**src/rtl/pcie_txeq_pkg.sv**
```systemverilog
// Shared types for the PCIe TX equalization preset sweep sequencer.
package pcie_txeq_pkg;

    localparam int PRESET_W    = 4;
    localparam int MAX_PRESETS = 1 << PRESET_W;

    typedef enum logic [2:0] {
        IDLE,
        APPLY,
        SETTLE,
        EVAL,
        NEXT,
        FINAL,
        DONE
    } state_e;

    typedef struct packed {
        logic [5:0] pre;
        logic [5:0] post;
    } coef_t;

    // Lowest set bit at or above 'from'; MSB of the result flags that one was found.
    function automatic logic [PRESET_W:0] next_set(input logic [MAX_PRESETS-1:0] mask,
                                                   input int from);
        logic [PRESET_W:0] r;
        r = '0;
        for (int i = MAX_PRESETS - 1; i >= 0; i--) begin
            if (mask[i] && (i >= from)) r = {1'b1, PRESET_W'(i)};
        end
        return r;
    endfunction

endpackage

```
**src/rtl/pcie_txeq_coef_tbl.sv**
```systemverilog
// Preset coefficient table: one synchronous write port, one combinational read port.
module pcie_txeq_coef_tbl
    import pcie_txeq_pkg::*;
#(
    parameter int NUM_PRESETS = 11
) (
    input  logic                clk_i,
    input  logic                rst_n_i,
    input  logic                we_i,
    input  logic [PRESET_W-1:0] waddr_i,
    input  coef_t               wdata_i,
    input  logic [PRESET_W-1:0] raddr_i,
    output coef_t               rdata_o
);

    coef_t mem_q [NUM_PRESETS];

    // NOTE: the table is small and must read back as zero after reset, so every
    // entry sits in a resettable flop rather than an inferred RAM.
    always_ff @(posedge clk_i or negedge rst_n_i) begin
        if (!rst_n_i) begin
            for (int i = 0; i < NUM_PRESETS; i++) mem_q[i] <= '0;
        end else if (we_i && (int'(waddr_i) < NUM_PRESETS)) begin
            // NOTE: non-blocking assignment for all clocked state, so every flop
            // samples values from before the edge regardless of statement order.
            mem_q[waddr_i] <= wdata_i;
        end
    end

    assign rdata_o = (int'(raddr_i) < NUM_PRESETS) ? mem_q[raddr_i] : '0;

endmodule

```
**src/rtl/pcie_txeq_seq.sv**
```systemverilog
// Sweeps the enabled TX presets through apply/settle/evaluate and re-applies the best one.
module pcie_txeq_seq
    import pcie_txeq_pkg::*;
#(
    parameter int NUM_PRESETS = 11,
    parameter int SETTLE_CYC  = 64,
    parameter int FOM_TIMEOUT = 1024,
    parameter int FOM_W       = 8
) (
    input  logic                   clk_i,
    input  logic                   rst_n_i,
    input  logic                   start_i,
    input  logic                   abort_i,
    input  logic [NUM_PRESETS-1:0] preset_mask_i,
    input  logic                   cfg_we_i,
    input  logic [3:0]             cfg_addr_i,
    input  logic [5:0]             cfg_pre_i,
    input  logic [5:0]             cfg_post_i,
    output logic                   cfg_ready_o,
    output logic                   coef_valid_o,
    output logic [5:0]             coef_pre_o,
    output logic [5:0]             coef_post_o,
    input  logic                   coef_ack_i,
    output logic                   eval_req_o,
    input  logic                   fom_valid_i,
    input  logic [FOM_W-1:0]       fom_i,
    output logic                   busy_o,
    output logic                   done_o,
    output logic [3:0]             best_preset_o,
    output logic [FOM_W-1:0]       best_fom_o,
    output logic                   timeout_err_o,
    output logic                   empty_err_o
);

    localparam int CNT_MAX = (SETTLE_CYC > FOM_TIMEOUT) ? SETTLE_CYC : FOM_TIMEOUT;
    localparam int CNT_W   = $clog2(CNT_MAX + 1);
    localparam logic [CNT_W-1:0] SETTLE_LAST = CNT_W'(SETTLE_CYC - 1);
    localparam logic [CNT_W-1:0] FOM_LAST    = CNT_W'(FOM_TIMEOUT - 1);

    state_e                 state_q, state_d;
    logic [NUM_PRESETS-1:0] mask_q, mask_d;
    logic [PRESET_W-1:0]    cur_idx_q, cur_idx_d;
    logic [CNT_W-1:0]       cnt_q, cnt_d;
    logic                   best_valid_q, best_valid_d;
    logic [PRESET_W-1:0]    best_idx_q, best_idx_d;
    logic [FOM_W-1:0]       best_fom_q, best_fom_d;
    coef_t                  coef_q, coef_d;
    logic                   coef_valid_q, coef_valid_d;
    logic                   eval_req_q, eval_req_d;
    logic                   busy_q, busy_d;
    logic                   done_q, done_d;
    logic                   cfg_ready_q, cfg_ready_d;
    logic                   terr_q, terr_d;
    logic                   eerr_q, eerr_d;

    logic [PRESET_W:0]      first_hit, next_hit;
    logic [PRESET_W-1:0]    rd_addr;
    coef_t                  rd_data;
    logic [FOM_W-1:0]       cand_fom;

    pcie_txeq_coef_tbl #(.NUM_PRESETS(NUM_PRESETS)) u_tbl (
        .clk_i   (clk_i),
        .rst_n_i (rst_n_i),
        .we_i    (cfg_we_i && cfg_ready_q),
        .waddr_i (cfg_addr_i),
        .wdata_i ('{pre: cfg_pre_i, post: cfg_post_i}),
        .raddr_i (rd_addr),
        .rdata_o (rd_data)
    );

    assign first_hit = next_set(MAX_PRESETS'(preset_mask_i), 0);
    assign next_hit  = next_set(MAX_PRESETS'(mask_q), int'(cur_idx_q) + 1);

    // The read port serves whichever entry the next APPLY/FINAL will present.
    always_comb begin
        rd_addr = cur_idx_q;
        if (state_q == IDLE) begin
            rd_addr = first_hit[PRESET_W-1:0];
        end else if (state_q == NEXT) begin
            rd_addr = next_hit[PRESET_W] ? next_hit[PRESET_W-1:0] : best_idx_q;
        end
    end

    always_comb begin
        // NOTE: every variable gets a default before the case, so no path can
        // leave one unassigned and infer a latch.
        state_d      = state_q;
        mask_d       = mask_q;
        cur_idx_d    = cur_idx_q;
        cnt_d        = cnt_q;
        best_valid_d = best_valid_q;
        best_idx_d   = best_idx_q;
        best_fom_d   = best_fom_q;
        coef_d       = coef_q;
        coef_valid_d = coef_valid_q;
        eval_req_d   = eval_req_q;
        done_d       = 1'b0;
        terr_d       = terr_q;
        eerr_d       = eerr_q;
        cand_fom     = '0;

        unique case (state_q)
            IDLE: begin
                if (start_i) begin
                    mask_d       = preset_mask_i;
                    terr_d       = 1'b0;
                    eerr_d       = 1'b0;
                    best_valid_d = 1'b0;
                    best_idx_d   = '0;
                    best_fom_d   = '0;
                    cnt_d        = '0;
                    if (first_hit[PRESET_W]) begin
                        cur_idx_d    = first_hit[PRESET_W-1:0];
                        coef_d       = rd_data;
                        coef_valid_d = 1'b1;
                        state_d      = APPLY;
                    end else begin
                        eerr_d  = 1'b1;
                        state_d = DONE;
                    end
                end
            end
            APPLY: begin
                if (coef_ack_i) begin
                    coef_valid_d = 1'b0;
                    cnt_d        = '0;
                    state_d      = SETTLE;
                end
            end
            SETTLE: begin
                if (cnt_q == SETTLE_LAST) begin
                    cnt_d      = '0;
                    eval_req_d = 1'b1;
                    state_d    = EVAL;
                end else begin
                    cnt_d = cnt_q + CNT_W'(1);
                end
            end
            EVAL: begin
                if (fom_valid_i || (cnt_q == FOM_LAST)) begin
                    eval_req_d = 1'b0;
                    state_d    = NEXT;
                    cand_fom   = fom_valid_i ? fom_i : '0;
                    if (!fom_valid_i) terr_d = 1'b1;
                    // Strictly greater, so on a tie the earlier (lower) index wins.
                    if (!best_valid_q || (cand_fom > best_fom_q)) begin
                        best_valid_d = 1'b1;
                        best_idx_d   = cur_idx_q;
                        best_fom_d   = cand_fom;
                    end
                end else begin
                    cnt_d = cnt_q + CNT_W'(1);
                end
            end
            NEXT: begin
                coef_d       = rd_data;
                coef_valid_d = 1'b1;
                if (next_hit[PRESET_W]) begin
                    cur_idx_d = next_hit[PRESET_W-1:0];
                    state_d   = APPLY;
                end else begin
                    state_d = FINAL;
                end
            end
            FINAL: begin
                if (coef_ack_i) begin
                    coef_valid_d = 1'b0;
                    state_d      = DONE;
                end
            end
            DONE: begin
                done_d  = 1'b1;
                state_d = IDLE;
            end
            default: state_d = IDLE;
        endcase

        if (abort_i && (state_q inside {APPLY, SETTLE, EVAL, NEXT, FINAL})) begin
            coef_valid_d = 1'b0;
            eval_req_d   = 1'b0;
            state_d      = DONE;
        end

        busy_d      = (state_d != IDLE);
        cfg_ready_d = !busy_d;
    end

    always_ff @(posedge clk_i or negedge rst_n_i) begin
        if (!rst_n_i) begin
            state_q      <= IDLE;
            mask_q       <= '0;
            cur_idx_q    <= '0;
            cnt_q        <= '0;
            best_valid_q <= 1'b0;
            best_idx_q   <= '0;
            best_fom_q   <= '0;
            coef_q       <= '0;
            coef_valid_q <= 1'b0;
            eval_req_q   <= 1'b0;
            busy_q       <= 1'b0;
            done_q       <= 1'b0;
            cfg_ready_q  <= 1'b1;
            terr_q       <= 1'b0;
            eerr_q       <= 1'b0;
        end else begin
            state_q      <= state_d;
            mask_q       <= mask_d;
            cur_idx_q    <= cur_idx_d;
            cnt_q        <= cnt_d;
            best_valid_q <= best_valid_d;
            best_idx_q   <= best_idx_d;
            best_fom_q   <= best_fom_d;
            coef_q       <= coef_d;
            coef_valid_q <= coef_valid_d;
            eval_req_q   <= eval_req_d;
            busy_q       <= busy_d;
            done_q       <= done_d;
            cfg_ready_q  <= cfg_ready_d;
            terr_q       <= terr_d;
            eerr_q       <= eerr_d;
        end
    end

    assign cfg_ready_o   = cfg_ready_q;
    assign coef_valid_o  = coef_valid_q;
    assign coef_pre_o    = coef_q.pre;
    assign coef_post_o   = coef_q.post;
    assign eval_req_o    = eval_req_q;
    assign busy_o        = busy_q;
    assign done_o        = done_q;
    assign best_preset_o = best_idx_q;
    assign best_fom_o    = best_fom_q;
    assign timeout_err_o = terr_q;
    assign empty_err_o   = eerr_q;

endmodule

```
**config.mk**
```make
export PLATFORM = sky130hd
export DESIGN_NAME = pcie_txeq_seq
export DESIGN_NICKNAME = d
export VERILOG_FILES = /design/src/rtl/pcie_txeq_pkg.sv /design/src/rtl/pcie_txeq_coef_tbl.sv /design/src/rtl/pcie_txeq_seq.sv
export SDC_FILE = /design/constraint.sdc
export NUM_CORES = 1
export LEC_CHECK = 0
export BUFFER_PORTS_ARGS = -buffer_cell sky130_fd_sc_hd__buf_4
export CAP_MARGIN = 10
export CORE_MARGIN = 10
export CORE_UTILIZATION = 55
export DETAILED_ROUTE_END_ITERATION = 10
export GPL_TIMING_DRIVEN = 0
export PLACE_DENSITY_LB_ADDON = 0.12
export SLEW_MARGIN = 20
export SYNTH_ARGS = -nofsm -noshare
export SYNTH_HDL_FRONTEND = slang
export SYNTH_SLANG_ARGS = --single-unit
```
**constraint.sdc**
```tcl
create_clock -name clk_i -period 6.7 [get_ports clk_i]
set_input_delay 0.67 -clock clk_i [delete_from_list [all_inputs] [get_ports clk_i]]
set_output_delay 0.67 -clock clk_i [all_outputs]
set_load 0.03 [all_outputs]
```
==> results.toml <==
[run_status]
status = "finished, final reports clean"

[global_route]
grt_pass1_vias = 7141
grt_max_degree = 78
grt_pass1_wl_mm = 40.10
grtUsageTotal = 0.2099
antenna_found_initial = 0
grt_overflow = 0

[clocking]
htreeDepth = 4
cts_sinks = 193
clk_pin_slew_worst_paths_ns = 0.07
post_cts_resized = 0
hold_buffers = 0
cts_buffers = 17
root_buffer = "clkbuf_16"
clk_latency_ns = 0.44
cts_setup_buffers = 0
cts_tree = "yes"
clock_path_buffers = 2

[min_path]
hold_path.class = "in2async"

[sta]
fin_worst_skew_ns = 0.01103
setup_violations = 0
slew_violations = 0
tightest_slew_ns = 0.9965
tns_ns = 0
min_period_ns = 4.483
hold_violations = 0
relSlewSlack = 0.3357
period_share = 0.6691
holdWs_ns = 0.1077
fmax_mhz = 223.1
rsz0062_at_grt = "false"
timing.final.ws_setup_ns = 2.217

[floorplan]
die_h_um = 154.8
ios = 73
initial_utilization = 0.5584
coreArea_mm2 = 0.01790
die_w_um = 154.8
rows = 49
dieArea_mm2 = 0.02397

[drt]
vias = 7145
antenna_left = 0
route.detailed.wl_per_inst_um = 20.88
drc = 0
dr.pass1.iters = 4
wirelength_mm = 25.12
vias_per_cell = 5.939
drt-initial-drc-count = 329

[synthesis]
syn_area_mm2 = 0.009996
ys_ff_latch = 193
synth.avg_cell_area_um2 = 11.50
synth_cell_type_count = 71
yosysSeqAreaShare = 0.4833
synthCells = 869
syn_nets = 923
synth_top_flop_cell = "dfrtp_1"
synth-edff-count = 0
ys_async_sr_fraction = 1.000
ys_warn_count = 0

[run]
cap_violations = 0

[placement]
io_buffer_count = 71
dpl.hpwl_mm = 17.43
placed_cells = 1171
pre_cts_ws_ns = 2.261
gp_congestion = 0.9307
place_area_mm2 = 0.01088

[worst_setup_path]
arrival_ns = 4.77
cp-end-kind = "flip-flop"
worstSetupPathType = "reg2reg"
path_cells = "buf_2 -> inv_1 -> ha_1 -> a2111oi_2 -> nor4bb_1 -> or2_4 -> nor4_4 -> a31oi_2 -> a22oi_4 -> buf_4 -> mux2_2 -> a221oi_1 -> o31ai_1"
worst-path-max-fanout = 10
startpoint_type = "flip-flop"
worstPathRequired_ns = 6.99
cpPeakStageDelay_ns = 0.46
crit_slowest_cell = "a22oi_4"

[finish]
n_antenna_cell = 0
layout-drive-gt1-share = 0.3111
design_area_mm2 = 0.01142
finalNonFillerCells = 1203
areaGrowthSynthToFinish_pct = 14.24
finalNetCount = 1015

[power_and_ir_drop]
ir_drop_v = 0.0002401
p_leak_nw = 5.260
powerDensity_mw_per_mm2 = 474.8
[cells in the final DEF (no fill, tap or decap), types with 3 or more instances in the layout]
cell type / instances
dfrtp_1: 192
and2_1: 26
clkbuf_16: 17
nand2_1: 52
nor3_1: 5
nor3b_1: 3
o2111ai_1: 3
or4_1: 5
o22ai_1: 16
nor2_1: 31
ha_1: 12
a221oi_1: 13
and3_1: 10
inv_1: 29
buf_2: 7
clkbuf_1: 42
o21ai_0: 36
buf_6: 5
or3_1: 4
a311oi_1: 3
o21a_1: 3
a21oi_1: 29
clkinv_2: 4
nor2b_1: 10
mux2_1: 28
mux2i_1: 16
nand3_1: 8
a211oi_1: 17
a21o_1: 5
buf_4: 74
a31oi_1: 9
clkinvlp_4: 4
or2_2: 4
mux2_2: 163
nor4_1: 3
nand2b_1: 12
nand4_1: 5
o31ai_1: 15
[routing by layer]
layer	vias to the layer above	global-route usage	part of all wire
met5	-	0	0
met4	0	0.06658	0.021
met2	144	0.3464	0.49
met1	3593	0.2711	0.45
li1	3372	-	-
met3	36	0.04215	0.043
[Yosys cell counts (all sizes together), types with 2 or more instances]
cell type / count / area, µm²
a211oi: 18 / 140.1
nand2b: 12 / 75.07
o31ai: 17 / 137.6
a21oi: 29 / 145.1
buf: 16 / 121.4
inv: 29 / 108.9
a21o: 5 / 37.54
or3: 4 / 25.02
and3: 10 / 62.56
dfrtp: 192 / 4805
and3b: 2 / 17.52
a2111oi: 3 / 38.79
nand4: 5 / 31.28
nand4b: 2 / 17.52
mux2i: 16 / 160.2
nor2: 31 / 116.4
a22o: 2 / 17.52
nor4: 4 / 40.04
o21bai: 2 / 15.01
a221oi: 13 / 113.9
a31oi: 10 / 68.81
clkbuf: 41 / 153.9
nor2b: 10 / 62.56
or2: 5 / 33.78
nand3b: 2 / 15.01
or4: 5 / 37.54
nor3b: 3 / 22.52
mux2: 191 / 2151
nand3: 8 / 40.04
ha: 12 / 150.1
nand2: 52 / 195.2
a41o: 2 / 20.02
a311oi: 3 / 26.28
o22ai: 16 / 100.1
a41oi: 2 / 36.29
and2: 26 / 162.7
o21ai: 36 / 180.2
o2111ai: 3 / 26.28
nor3: 6 / 35.03
a22oi: 3 / 36.28
o21a: 3 / 22.52
[critical path, delay by kind of cell (launching register included)]
family | cells | cell delay [ns]
compound gates | 5 | 1.58
simple gates | 3 | 0.87
buf+inv | 3 | 0.72
flops | 1 | 0.40
fa+ha+maj | 1 | 0.38
mux | 1 | 0.36
[registers in the layout (all words and copies together), names as in the netlist]
name	count
best_fom_o	8
coef_pre_o	6
best_preset_o	4
coef_post_o	6
eval_req_o	1
empty_err_o	1
u_tbl.mem_q	132
cnt_q	11
busy_o	1
done_o	1
mask_q	11
state_q	3
best_valid_q	1
timeout_err_o	1
cur_idx_q	4
cfg_ready_o	1
coef_valid_o	1
[cell families after synthesis]
logic type | share of synthesized area
buffers and inverters | 0.03843
XOR/XNOR | 0.0008764
flip-flops | 0.4833
adder cells (fa/ha/maj) | 0.01502
AND/OR/NAND/NOR | 0.1041
AO/OA/AOI/OAI | 0.1271
multiplexers | 0.2312
[path summary, 6_finish.rpt]
check | startpoint | endpoint | slack (ns) | cells past startpoint
worst max register to register | cur_idx_q[1]$_DFFE_PN0P_ | coef_post_o[3]$_DFFE_PN0P_ | 2.22 | 13
max in group asynchronous | rst_n_i | u_tbl.mem_q[2]$_DFFE_PN0P_ | 5.50 | 3
worst min-delay path | rst_n_i | cnt_q[2]$_DFFE_PN0P_ | 0.11 | 1
min in group clk_i | cfg_post_i[0] | u_tbl.mem_q[12]$_DFFE_PN0P_ | 0.47 | 2
worst min register to register | best_valid_q$_DFFE_PN0P_ | best_valid_q$_DFFE_PN0P_ | 0.48 | 1
worst max-delay path | cur_idx_q[1]$_DFFE_PN0P_ | coef_post_o[3]$_DFFE_PN0P_ | 2.22 | 13
[final cells by class]
type                    instances  area (µm²)
flip-flops and latches        193        4831
clock buffers                  20       456.7
fillers                      1437        6482
multi-input cells             590        4781
inverters                      29       108.9
repair buffers                 73       595.6
well taps                     229       286.5
clock inverters                12       85.08
plain buffers                  57       275.3
[metrics by stage]
step           utilization  power, mW
3_5_place_dp        0.6076      4.464
4_1_cts             0.6379      5.420
3_3_place_gp        0.6041      4.416
6_report            0.6379      5.422
2_1_floorplan            -      3.705
5_1_grt             0.6379      5.750
[power by group]
group	total, mW	internal, mW	switching (mW)
Combinational	2.63	1.15	1.48
Clock	0.959	0.495	0.463
Sequential	1.84	1.59	0.246
Note: power is estimated with default switching activity, not from simulation.
